### src/rtl/par_pkg.sv
// Shared definitions for the parity receive path: FSM state type, parity
// sense and the parity calculation used by both generator and checker.
// Build option: define PAR_CHECK_ODD_EN to switch the check to odd parity.
package par_pkg;

  // state  | meaning
  // IDLE   | line idle, waiting for rxd_s low
  // START  | qualifying start bit at its mid-point
  // DATA   | sampling DATA_W data bits, LSB first
  // PARITY | sampling the parity bit
  // STOP   | sampling the stop bit, then publishing the frame
  typedef enum logic [2:0] {
    IDLE,
    START,
    DATA,
    PARITY,
    STOP
  } par_rx_state_t;

`ifdef PAR_CHECK_ODD_EN
  localparam bit PAR_ODD = 1'b1;
`else
  localparam bit PAR_ODD = 1'b0;
`endif

  // Widest supported data word; narrower words are zero-extended, which
  // leaves the parity unchanged.
  localparam int PAR_CALC_W = 32;

  // With p=0 this is the parity bit to transmit; with the received p it is
  // the mismatch flag (1 = parity error).
  function automatic logic par_calc(input logic [PAR_CALC_W-1:0] data,
                                    input logic                  p);
    return (^{data, p}) ^ PAR_ODD;
  endfunction

endpackage

### src/rtl/par_baud_tick.sv
// Bit-period timer for the serial receiver. Counts clk cycles within a bit
// and strobes tick at the half-bit or full-bit point, restarting afterwards.
module par_baud_tick #(
  parameter int BAUD_DIV = 16
) (
  input  logic clk,
  input  logic rst_n,
  input  logic clear,
  input  logic half,
  output logic tick
);

  localparam int CNT_W = $clog2(BAUD_DIV);
  localparam logic [CNT_W-1:0] FULL_CNT = CNT_W'(BAUD_DIV - 1);
  localparam logic [CNT_W-1:0] HALF_CNT = CNT_W'(BAUD_DIV / 2 - 1);

  logic [CNT_W-1:0] cnt;

  // Strobe on the selected terminal count; suppressed while held clear.
  assign tick = ~clear && (cnt == (half ? HALF_CNT : FULL_CNT));

  // Cycle counter: held at 0 while clear, wraps to 0 on each strobe so the
  // next sample lands exactly one bit period later.
  always_ff @(posedge clk or negedge rst_n) begin
    if (!rst_n) begin
      cnt <= '0;
    end else if (clear || tick) begin
      cnt <= '0;
    end else begin
      cnt <= cnt + 1'b1;
    end
  end

endmodule

### src/rtl/par_check_rx.sv
// Serial receiver with parity and framing check. Frames are start(0),
// DATA_W data bits LSB first, parity, stop(1). Completed frames are held on
// a valid/ready interface; an unconsumed frame is overwritten and flagged.
// Build option: PAR_CHECK_ODD_EN selects odd parity (see par_pkg).
module par_check_rx
  import par_pkg::*;
#(
  parameter int DATA_W   = 8,
  parameter int BAUD_DIV = 16
) (
  input  logic              clk,
  input  logic              rst_n,
  input  logic              rxd,
  output logic [DATA_W-1:0] dout,
  output logic              par_err,
  output logic              frame_err,
  output logic              ovr,
  output logic              valid,
  input  logic              ready
);

  localparam int IDX_W = $clog2(DATA_W + 1);
  localparam logic [IDX_W-1:0]  LAST_IDX = IDX_W'(DATA_W - 1);
  localparam logic [DATA_W-1:0] DATA_MSB = DATA_W'(1) << (DATA_W - 1);

  logic              rxd_m;
  logic              rxd_s;
  par_rx_state_t     state;
  logic [DATA_W-1:0] shreg;
  logic [IDX_W-1:0]  idx;
  logic              par_bit;
  logic              tick;
  logic              tmr_clear;
  logic              tmr_half;

  // Two-flop synchronizer; resets to the idle line level.
  always_ff @(posedge clk or negedge rst_n) begin
    if (!rst_n) begin
      rxd_m <= 1'b1;
      rxd_s <= 1'b1;
    end else begin
      rxd_m <= rxd;
      rxd_s <= rxd_m;
    end
  end

  // Timer is parked in IDLE so START begins counting from 0 at the edge
  // detect; only START uses the half-bit point, everything after is full-bit.
  assign tmr_clear = (state == IDLE);
  assign tmr_half  = (state == START);

  par_baud_tick #(
    .BAUD_DIV(BAUD_DIV)
  ) u_tick (
    .clk  (clk),
    .rst_n(rst_n),
    .clear(tmr_clear),
    .half (tmr_half),
    .tick (tick)
  );

  // Receive FSM plus output holding register and handshake.
  always_ff @(posedge clk or negedge rst_n) begin
    if (!rst_n) begin
      state     <= IDLE;
      shreg     <= '0;
      idx       <= '0;
      par_bit   <= 1'b0;
      dout      <= '0;
      par_err   <= 1'b0;
      frame_err <= 1'b0;
      ovr       <= 1'b0;
      valid     <= 1'b0;
    end else begin
      // Consumption; a completion in the same cycle overrides this below.
      if (valid && ready) begin
        valid <= 1'b0;
        ovr   <= 1'b0;
      end

      case (state)
        IDLE: begin
          if (!rxd_s) begin
            state <= START;
          end
        end

        START: begin
          if (tick) begin
            if (rxd_s) begin
              state <= IDLE;
            end else begin
              state <= DATA;
              idx   <= '0;
            end
          end
        end

        DATA: begin
          if (tick) begin
            // Shift in from the top so the first bit ends up in bit 0.
            shreg <= (shreg >> 1) | (rxd_s ? DATA_MSB : '0);
            if (idx == LAST_IDX) begin
              state <= PARITY;
            end else begin
              idx <= idx + 1'b1;
            end
          end
        end

        PARITY: begin
          if (tick) begin
            par_bit <= rxd_s;
            state   <= STOP;
          end
        end

        STOP: begin
          if (tick) begin
            // A bad stop bit is reported but never stalls reception.
            dout      <= shreg;
            par_err   <= par_calc(PAR_CALC_W'(shreg), par_bit);
            frame_err <= ~rxd_s;
            valid     <= 1'b1;
            ovr       <= valid && !ready;
            state     <= IDLE;
          end
        end

        default: begin
          state <= IDLE;
        end
      endcase
    end
  end

endmodule

### config.mk
export PLATFORM = sky130hd
export DESIGN_NAME = par_check_rx
export DESIGN_NICKNAME = d
export VERILOG_FILES = /design/src/rtl/par_pkg.sv /design/src/rtl/par_baud_tick.sv /design/src/rtl/par_check_rx.sv
export SDC_FILE = /design/constraint.sdc
export NUM_CORES = 1
export LEC_CHECK = 0
export CORE_ASPECT_RATIO = 1.1
export CORE_MARGIN = 4
export CORE_UTILIZATION = 45
export CTS_CLUSTER_DIAMETER = 40
export DETAILED_ROUTE_END_ITERATION = 8
export PLACE_DENSITY = 0.68
export SYNTH_ARGS = -nofsm -noshare
export SYNTH_HDL_FRONTEND = slang
export SYNTH_SLANG_ARGS = --single-unit
### constraint.sdc
create_clock -name clk -period 1.75 [get_ports clk]
set_input_delay 0.2625 -clock clk [delete_from_list [all_inputs] [get_ports clk]]
set_output_delay 0.2625 -clock clk [all_outputs]
set_load 0.01 [all_outputs]
==> flow_metrics.env <==
export IMPL_p_sw_mw=0.648
export IMPL_critPathKind="reg -> reg"
export IMPL_grt_pass1_wl_um=4750
export IMPL_cp_max_fo=7
export IMPL_yosys_warnings=0
export IMPL_dp_cells=186
export IMPL_internal_power_mw=1.35
export IMPL_worst_setup_path_start_kind="register"
export IMPL_placed_area_um2=1800
export IMPL_status="completed"
export IMPL_num_io_pins=16
export IMPL_diodes=0
export IMPL_drv_slew=0
export IMPL_post_route_min_period_ns=1.68
export IMPL_hp_class="in -> async"
export IMPL_rows=22
export IMPL_area_growth_pct=20.1
export IMPL_crit_chain="nor3b_4 > a32oi_1 > or2_1 > a221o_1"
export IMPL_final_cells=195
export IMPL_grt_max_degree=35
export IMPL_syn_nets=126
export IMPL_total_power_mw=2.00
export IMPL_vias=1005
export IMPL_clk_pin_slew_worst_paths_ns=0.11
export IMPL_cap_violations=0
export IMPL_utilization=0.561
export IMPL_cts_tree="built"
export IMPL_synth_mux_area_frac=0.143
export IMPL_synth_ff_type="dfrtp_1"
export IMPL_ir_drop_mv=0.704
export IMPL_cp_top_family="simple AND/OR/NAND/NOR gates"
export IMPL_grt_busiest_layer="met2"
export IMPL_drive_gt1_frac=0.265
export IMPL_grtUsageMet1=0.169
export IMPL_synth_xor_area_frac=0.0651
export IMPL_yosysSeqAreaShare=0.548
export IMPL_grt_pass1_vias=1055
export IMPL_fin_tns_setup_ns=0
export IMPL_synth_adder_area_share=0.0161
export IMPL_dpl_hpwl_um=1850
export IMPL_antenna_found_initial=0
export IMPL_cp_num_buf_inv=0
export IMPL_clock_path_buffers=2
export IMPL_core_area_um2=3330
export IMPL_synth_top_family_by_area="multiplexers"
export IMPL_use_met2=0.204
export IMPL_place_ws_ns=0.0667
export IMPL_synth_edf_count=0
export IMPL_synthesis_instances=120
export IMPL_hold_slack_ns=0.316
export IMPL_syn_area_per_cell_um2=13.0
export IMPL_endpoint_kind="register"
export IMPL_synth_cell_types=42
export IMPL_seq_power_share=0.502
export IMPL_die_h_um=69.7
export IMPL_crit_path_top_delay_cell="dfrtp_1"
export IMPL_port_buffers=15
export IMPL_dieArea_um2=4470
export IMPL_fin_area_um2=1870
export IMPL_async_reset_ff_frac=1.00
export IMPL_wl_um=2680
export IMPL_dr_pass1_iters=4
export IMPL_die_w_um=64.1
export IMPL_clock_latency_ns=0.34
export IMPL_track_usage=0.138
export IMPL_p_clk_frac=0.234
export IMPL_cts_inserted_buffers=5
export IMPL_cts_sinks=34
export IMPL_fillers=296
export IMPL_place_gp_congestion=0.844
export IMPL_fin_ws_ns=0.0655
export IMPL_synth_simple_area_share=0.126
export IMPL_drc_errors=0
export IMPL_relSlewSlack=0.721
export IMPL_cts_root_buf="clkbuf_4"
export IMPL_hold_viol=0
export IMPL_arrival_ns=1.92
export IMPL_rr_startpoint="state[2]"
export IMPL_grtUsageMet3=0.0551
export IMPL_crit_path_max_incr_delay_ns=0.49
export IMPL_sw_frac_of_total=0.324
export IMPL_ys_seq_elements=34
export IMPL_ant_nets=0
export IMPL_startpoint="state[2]"
export IMPL_finalCritPeriodShare=0.963
export IMPL_max_freq_ghz=0.594
export IMPL_viasPerCell=5.15
export IMPL_power_density_nw_per_um2=1070
export IMPL_drtIter0Drc=13
export IMPL_crit_required_ns=1.99
export IMPL_grt_overflow=0
export IMPL_wl_per_cell_um=13.7
export IMPL_rsz0062_at_grt="no"
export IMPL_start_util=0.467
export IMPL_mappedNetlistArea_um2=1560
export IMPL_power_frac_comb=0.265
export IMPL_reg2reg_slack_ns=0.07
export IMPL_finClkSkew_ns=0.00908
export IMPL_tightest_slew_ns=0.418
export IMPL_setup_viol=0
export IMPL_htree_num_levels=2
export IMPL_synth_compound_area_share=0.0723
export IMPL_layout_nets=152
export IMPL_p_leak_nw=0.862
worst reg2reg max path, stage by stage (launching register included):
cell and delay (ns):
dfrtp_1 0.49, nor3b_4 0.32, a32oi_1 0.15, or2_1 0.27
a221o_1 0.35
layer usage:
layer,share of wire,vias up,routed length [um]
met4,0.024,0,65
li1,-,479,-
met3,0.053,7,141
met2,0.47,17,1250
met5,0,-,0
met1,0.46,502,1220
power by group through the flow:
stage | clock network (mW) | logic (mW) | registers [mW]
global placement | 0 | 0.491 | 1.01
floorplan | 0 | 0.412 | 0.953
finish | 0.468 | 0.529 | 1.00
detailed placement | 0 | 0.519 | 1.02
global route | 0.531 | 0.587 | 1.02
CTS | 0.493 | 0.522 | 1.00
Yosys cell counts (3+ instances only):
cell type	number	area share
a21oi_1	3	0.0096
nor2_1	6	0.014
inv_1	4	0.0096
o21ai_0	3	0.0096
nand3b_1	3	0.014
dfrtp_1	32	0.51
nor3_1	3	0.0096
xnor2_1	8	0.045
mux2_1	7	0.051
mux2_2	11	0.080
worst paths after layout:
kind | to | depth (start not counted)
min in group clk | rxd_m | 1
setup reg to reg | idx[2] | 4
hold reg to reg | rxd_s | 0
max in group asynchronous | rxd_m | 2
setup / recovery | idx[2] | 4
hold / removal | idx[2] | 2
placed cells by master, fill, tap and decap left out, drive strengths merged:
master and n:
o21a 1, or2 2, clkinv 1, o21bai 1, nor2b 1, a41oi 1, ha 2, nand2b 1
mux2i 2, nand3 2, a21oi 3, o21ai 4, buf 9, mux2 18, a32oi 1, dfstp 2
and3 1, nor3 3, clkinvlp 1, xor2 1, dfrtp 32, xnor2 8, nor3b 4, nor2 6
nand3b 3, clkdlybuf4s50 15, xnor3 1, nand2 3, clkbuf 6, a221o 1, nor4 1, a32o 1
a211o 1, inv 4, a21o 1, and4 1, a311oi 1, nand4 1
what timing repair did:
item / in CTS / in global routing
gates resized for setup: 0 / 1
setup buffers: 0 / 1
endpoints found under the setup margin: 0 / 10
hold endpoints to repair: 0 / 0
hold buffers: 0 / 0
cell families (layout without fill, tap and decap cells):
kind of cell,count (synthesis),after routing
AOI/OAI and AO/OA,16,16
buffers and inverters,9,36
and+or+nand+nor,29,29
adders and majority gates,2,2
muxes,20,20
DFF,34,34
xor gates and xnor gates,10,10
state kept, by name, summed over array words and instances (netlist names):
name        count
dout            8
frame_err       1
idx             4
ovr             1
par_bit         1
par_err         1
rxd_m           1
rxd_s           1
shreg           8
state           3
u_tick.cnt      4
valid           1
area by class of cell:
class,instances,area (um^2),share of cell area
sequential,34,855,0.457
clock buffer,6,51.3,0.0274
multi-input combinational,77,658,0.352
tap,48,60.1,0.0321
inverter,4,15.0,0.00803
timing repair buffer,24,218,0.116
clock inverter,2,12.5,0.00669
Power figures use the tool's default switching activity.
